## config.mk

```make
export PLATFORM = sky130hd
export DESIGN_NAME = otbn_rf_bignum_wipe
export DESIGN_NICKNAME = d
export VERILOG_FILES = /design/src/rtl/otbn_rf_bignum_wipe.sv
export SDC_FILE = /design/constraint.sdc
export NUM_CORES = 1
export LEC_CHECK = 0
export BUFFER_PORTS_ARGS = -buffer_cell sky130_fd_sc_hd__clkbuf_2
export CAP_MARGIN = 30
export CORE_AREA = 2 2 338 340
export CTS_BUF_LIST = sky130_fd_sc_hd__clkbuf_8
export CTS_CLUSTER_SIZE = 20
export DETAILED_ROUTE_END_ITERATION = 10
export DIE_AREA = 0 0 340 342
export GPL_ROUTABILITY_DRIVEN = 1
export PLACE_DENSITY = 0.3
export SYNTH_ARGS = -nofsm -noshare
export SYNTH_HDL_FRONTEND = slang
export SYNTH_SLANG_ARGS = --single-unit
```

## constraint.sdc

```tcl
create_clock -name clk_i -period 2.2 [get_ports clk_i]
set_input_delay 0 -clock clk_i [delete_from_list [all_inputs] [get_ports clk_i]]
set_output_delay 0 -clock clk_i [all_outputs]
set_load 0.02 [all_outputs]
```

## src/rtl/otbn_rf_bignum_wipe.sv

```systemverilog
// Wipes the bignum register file: one pass of URND data into every WDR, optionally
// followed by a pass of integrity-valid zeros (macro OTBN_RF_BIGNUM_WIPE_ZERO_PASS_EN).
module otbn_rf_bignum_wipe #(
  parameter int NWdr    = 32,
  parameter int WLEN    = 256,
  parameter int ExtWLEN = 312
) (
  input  logic                clk_i,
  input  logic                rst_i,
  input  logic                start_i,
  input  logic                abort_i,
  input  logic                urnd_valid_i,
  input  logic [WLEN-1:0]     urnd_data_i,
  output logic                urnd_ack_o,
  output logic [4:0]          wr_addr_o,
  output logic [7:0]          wr_en_o,
  output logic                wr_commit_o,
  output logic [WLEN-1:0]     wr_data_no_intg_o,
  output logic [ExtWLEN-1:0]  wr_data_intg_o,
  output logic                wr_data_intg_sel_o,
  output logic [NWdr-1:0]     rf_we_onehot_o,
  output logic                busy_o,
  output logic                done_o,
  output logic                aborted_o
);

  localparam logic [4:0] LastIdx = 5'(NWdr - 1);

  typedef enum logic [1:0] {
    IDLE = 2'd0,
    RND  = 2'd1,
`ifdef OTBN_RF_BIGNUM_WIPE_ZERO_PASS_EN
    ZERO = 2'd2,
`endif
    DONE = 2'd3
  } state_e;

  state_e     state_reg;
  logic [4:0] cnt_reg;
  logic       rnd_wr;
  logic       wr_any;
  logic       wiping;

  // Abort wins over the pending write so a half-consumed URND word is never used.
  assign rnd_wr = (state_reg == RND) && urnd_valid_i && !abort_i;

`ifdef OTBN_RF_BIGNUM_WIPE_ZERO_PASS_EN
  localparam logic [38:0] SecdedInv3932ZeroWord = 39'h2A00000000;
  logic zero_wr;

  assign zero_wr = (state_reg == ZERO) && !abort_i;
  assign wr_any  = rnd_wr || zero_wr;
  assign wiping  = (state_reg == RND) || (state_reg == ZERO);
  assign wr_data_intg_sel_o = zero_wr;

  for (genvar gi = 0; gi < ExtWLEN / 39; gi++) begin : g_intg
    assign wr_data_intg_o[gi*39 +: 39] = zero_wr ? SecdedInv3932ZeroWord : 39'd0;
  end
`else
  assign wr_any  = rnd_wr;
  assign wiping  = (state_reg == RND);
  assign wr_data_intg_sel_o = 1'b0;
  assign wr_data_intg_o     = '0;
`endif

  assign urnd_ack_o        = rnd_wr;
  assign wr_en_o           = {8{wr_any}};
  assign wr_commit_o       = wr_any;
  assign wr_addr_o         = wr_any ? cnt_reg : 5'd0;
  assign wr_data_no_intg_o = rnd_wr ? urnd_data_i : '0;
  assign busy_o            = (state_reg != IDLE);
  assign done_o            = (state_reg == DONE);
  assign aborted_o         = wiping && abort_i;

  for (genvar gi = 0; gi < NWdr; gi++) begin : g_onehot
    assign rf_we_onehot_o[gi] = wr_any && (cnt_reg == 5'(gi));
  end

  always_ff @(posedge clk_i or posedge rst_i) begin
    if (rst_i) begin
      state_reg <= IDLE;
      cnt_reg   <= 5'd0;
    end else begin
      case (state_reg)
        IDLE: begin
          cnt_reg <= 5'd0;
          if (start_i && !abort_i) state_reg <= RND;
        end
        RND: begin
          if (abort_i) begin
            state_reg <= IDLE;
            cnt_reg   <= 5'd0;
          end else if (urnd_valid_i) begin
            if (cnt_reg == LastIdx) begin
              cnt_reg <= 5'd0;
`ifdef OTBN_RF_BIGNUM_WIPE_ZERO_PASS_EN
              state_reg <= ZERO;
`else
              state_reg <= DONE;
`endif
            end else begin
              cnt_reg <= cnt_reg + 5'd1;
            end
          end
        end
`ifdef OTBN_RF_BIGNUM_WIPE_ZERO_PASS_EN
        ZERO: begin
          if (abort_i) begin
            state_reg <= IDLE;
            cnt_reg   <= 5'd0;
          end else if (cnt_reg == LastIdx) begin
            state_reg <= DONE;
            cnt_reg   <= 5'd0;
          end else begin
            cnt_reg <= cnt_reg + 5'd1;
          end
        end
`endif
        DONE: begin
          state_reg <= IDLE;
          cnt_reg   <= 5'd0;
        end
        default: begin
          state_reg <= IDLE;
          cnt_reg   <= 5'd0;
        end
      endcase
    end
  end

endmodule
```

==> out/qor.yml <==
status: "completed"
hp-class: "input pin to flip-flop"
drive_gt1_share_pct: 47.3
die_x_um: 340
p_leak_uw: 0.00475
wirelength_mm: 46.2
postRouteAntennaNets: 0
top_layer: "met5"
ys_warn_count: 0
post-synth-top-count-cell: "buf_4"
worstPathRequired_ns: 2.20
synth-seq-cells: 7
drv_slew: 0
worstSkewPairLatency_ns: 0.23
largest_reg_flops: 5
antenna_found_initial: 48
post-route-drc-count: 0
ys_top_cells_by_count: "buf_4, and2_1, nor2_1"
die_area_mm2: 0.116
initial_core_util_pct: 4.43
hpwl_mm: 43.1
yosysTopAreaCellShare_pct: 48.5
worstSetupStartpointType: "flip-flop"
synth_top_area_cell: "buf_4"
instances_no_fill: 2761
synth_area_leaders: "buf_4, and2_1, buf_6, dfrtp_1, nor2_1"
cp_max_fo: 81
post_dp_cell_area_mm2: 0.00841
coreArea_mm2: 0.113
r2r_slack_ns: 0.30
vias: 5568
fin_nets: 1516
die_h_um: 342
timing.final.ws_setup_ns: 0.130
syn-instance-count: 705
via_per_inst: 2.02
drt-pass1-iter-count: 4
rsz0062_at_grt: "no"
max_freq_ghz: 0.483
netlist_area_mm2: 0.00502
ys_types: 30
power_uw: 1560
drt-met1-wl_mm: 18.0
crit_path_cell_trace: "and4bb_4 -> buf_12 -> buf_12 -> and2_1 -> clkbuf_2"
min_period_ns: 2.07
area_growth_pct: 70.0
dr_wl_met3_mm: 6.66
wl_per_cell_um: 16.7
root_buffer: "clkbuf_8"
gp_congestion: 0.750
wl_met2_mm: 21.2
ctsHtreeMaxLevel: 1
dp_cells: 2750
clkSinkCount: 7
cts_buffer_depth: 2
num_rows: 124
critical_path_class: "flip-flop to output port"
track_usage_pct: 7.11
io_buffers: 566
critPathMostFrequentCell: "buf_12"
grt_pass1_wl_mm: 53.0
setup_viol: 0
powerDensity_mw_per_mm2: 183
cap_violations: 0
crit_arrival_ns: 2.07
synth_async_sr_flop_share_pct: 100
cts_tree: "built"
drtIter0Drc: 120
avgSynthCellArea_um2: 7.11
clkTransAtPathRegs_ns: 0.04
finalCritPeriodShare_pct: 94.1
tns_ns: 0
yosysSeqAreaShare_pct: 3.49
critPathCaptureType: "output port"
grt_pass1_vias: 4714
slowest_delay_ns: 0.50
io_pins: 880
grt_max_degree: 82
fin_skew_ns: 0.00303
peakVddDrop_mv: 0.101
post-place-ws_ns: 0.270
final_area_mm2: 0.00853
numCtsBuffers: 3
synth_edf_count: 0
hold_viol: 0
slowest_stage: "dfrtp_1"
synth_flop_cell: "dfrtp_1"
overflow: 0
## worst paths after layout
check	endpoint	startpoint	depth (start not counted)
worst min-delay path	state_reg[0]	abort_i	3
min in group asynchronous	cnt_reg[0]	rst_i	3
max in group asynchronous	cnt_reg[2]	rst_i	3
worst max-delay path	wr_data_no_intg_o[240]	state_reg[1]	5
worst max register to register	cnt_reg[3]	cnt_reg[0]	6
worst min register to register	cnt_reg[2]	cnt_reg[2]	3
## per-stage QoR
stage               hold slack, ns  util [%]
floorplan                   -0.197         -
global placement           -0.0251      7.44
detailed placement         -0.0245      7.44
CTS                         0.0672      7.50
global route                 0.214      7.54
finish                       0.145      7.54
## metal layers
layer / vias to the layer above / GRT usage [%]
li1: 2562 / -
met1: 2458 / 8.24
met2: 462 / 11.8
met3: 48 / 4.26
met4: 38 / 0.166
met5: - / 0
## power by group
part | leakage, uW | internal [uW] | total [uW] | switching, uW
logic | 0.00462 | 321 | 1240 | 921
registers | 0.0000958 | 132 | 137 | 5.76
clock network | 0.0000269 | 121 | 182 | 61.0
## cells by family after synthesis
group                    Yosys count  synth area share [%]
adder cells (fa/ha/maj)            6                  1.50
other                              1                0.0748
multiplexers                       1                 0.224
buffers and inverters            359                  54.8
AO/OA/AOI/OAI                      6                 0.723
flip-flops                         7                  3.49
AND/OR/NAND/NOR                  325                  39.2
## placed cells by master (no fill, tap or decap)
cell / instances
clkbuf_2: 559
conb_1: 313
and2_1: 265
nor2_1: 35
buf_12: 12
nand2_1: 9
buf_4: 8
dfrtp_1: 7
ha_1: 6
inv_1: 5
clkbuf_8: 3
nand2b_1: 2
nand3b_1: 2
o21ai_0: 2
nand3b_4: 2
dlygate4sd3_1: 2
diode_2: 1
mux2_2: 1
nor2b_1: 1
nor4bb_1: 1
a21oi_1: 1
nand3_1: 1
or3_1: 1
a31oi_1: 1
and3_1: 1
or2_2: 1
and4bb_4: 1
nand2_2: 1
nand3_2: 1
and3b_1: 1
o21a_1: 1
a211oi_1: 1
and4bb_2: 1
## final cells by class
| cell class | instances | area (um2) |
|---|---|---|
| multi-input cells | 652 | 3280 |
| clock inverters | 1 | 3.75 |
| inverters | 4 | 15.0 |
| clock buffers | 3 | 41.3 |
| well taps | 1512 | 1890 |
| diodes | 1 | 2.50 |
| repair buffers | 581 | 3120 |
| fillers | 13400 | 105000 |
| flip-flops and latches | 7 | 175 |
## worst max-delay path: cells and delay by family (launching register included)
kind,cells,cell delay (ns)
AND/OR/NAND/NOR,2,0.67
flip-flops,1,0.50
buffers and inverters,3,0.61
## repair_timing
item | CTS | global route
buffers inserted | 0 | 3
endpoints found under the setup margin | 0 | 3
hold endpoints to repair | 8 | 0
hold buffers | 2 | 0
resized for setup | 0 | 0
No activity file was read; power rests on OpenSTA's default activity.
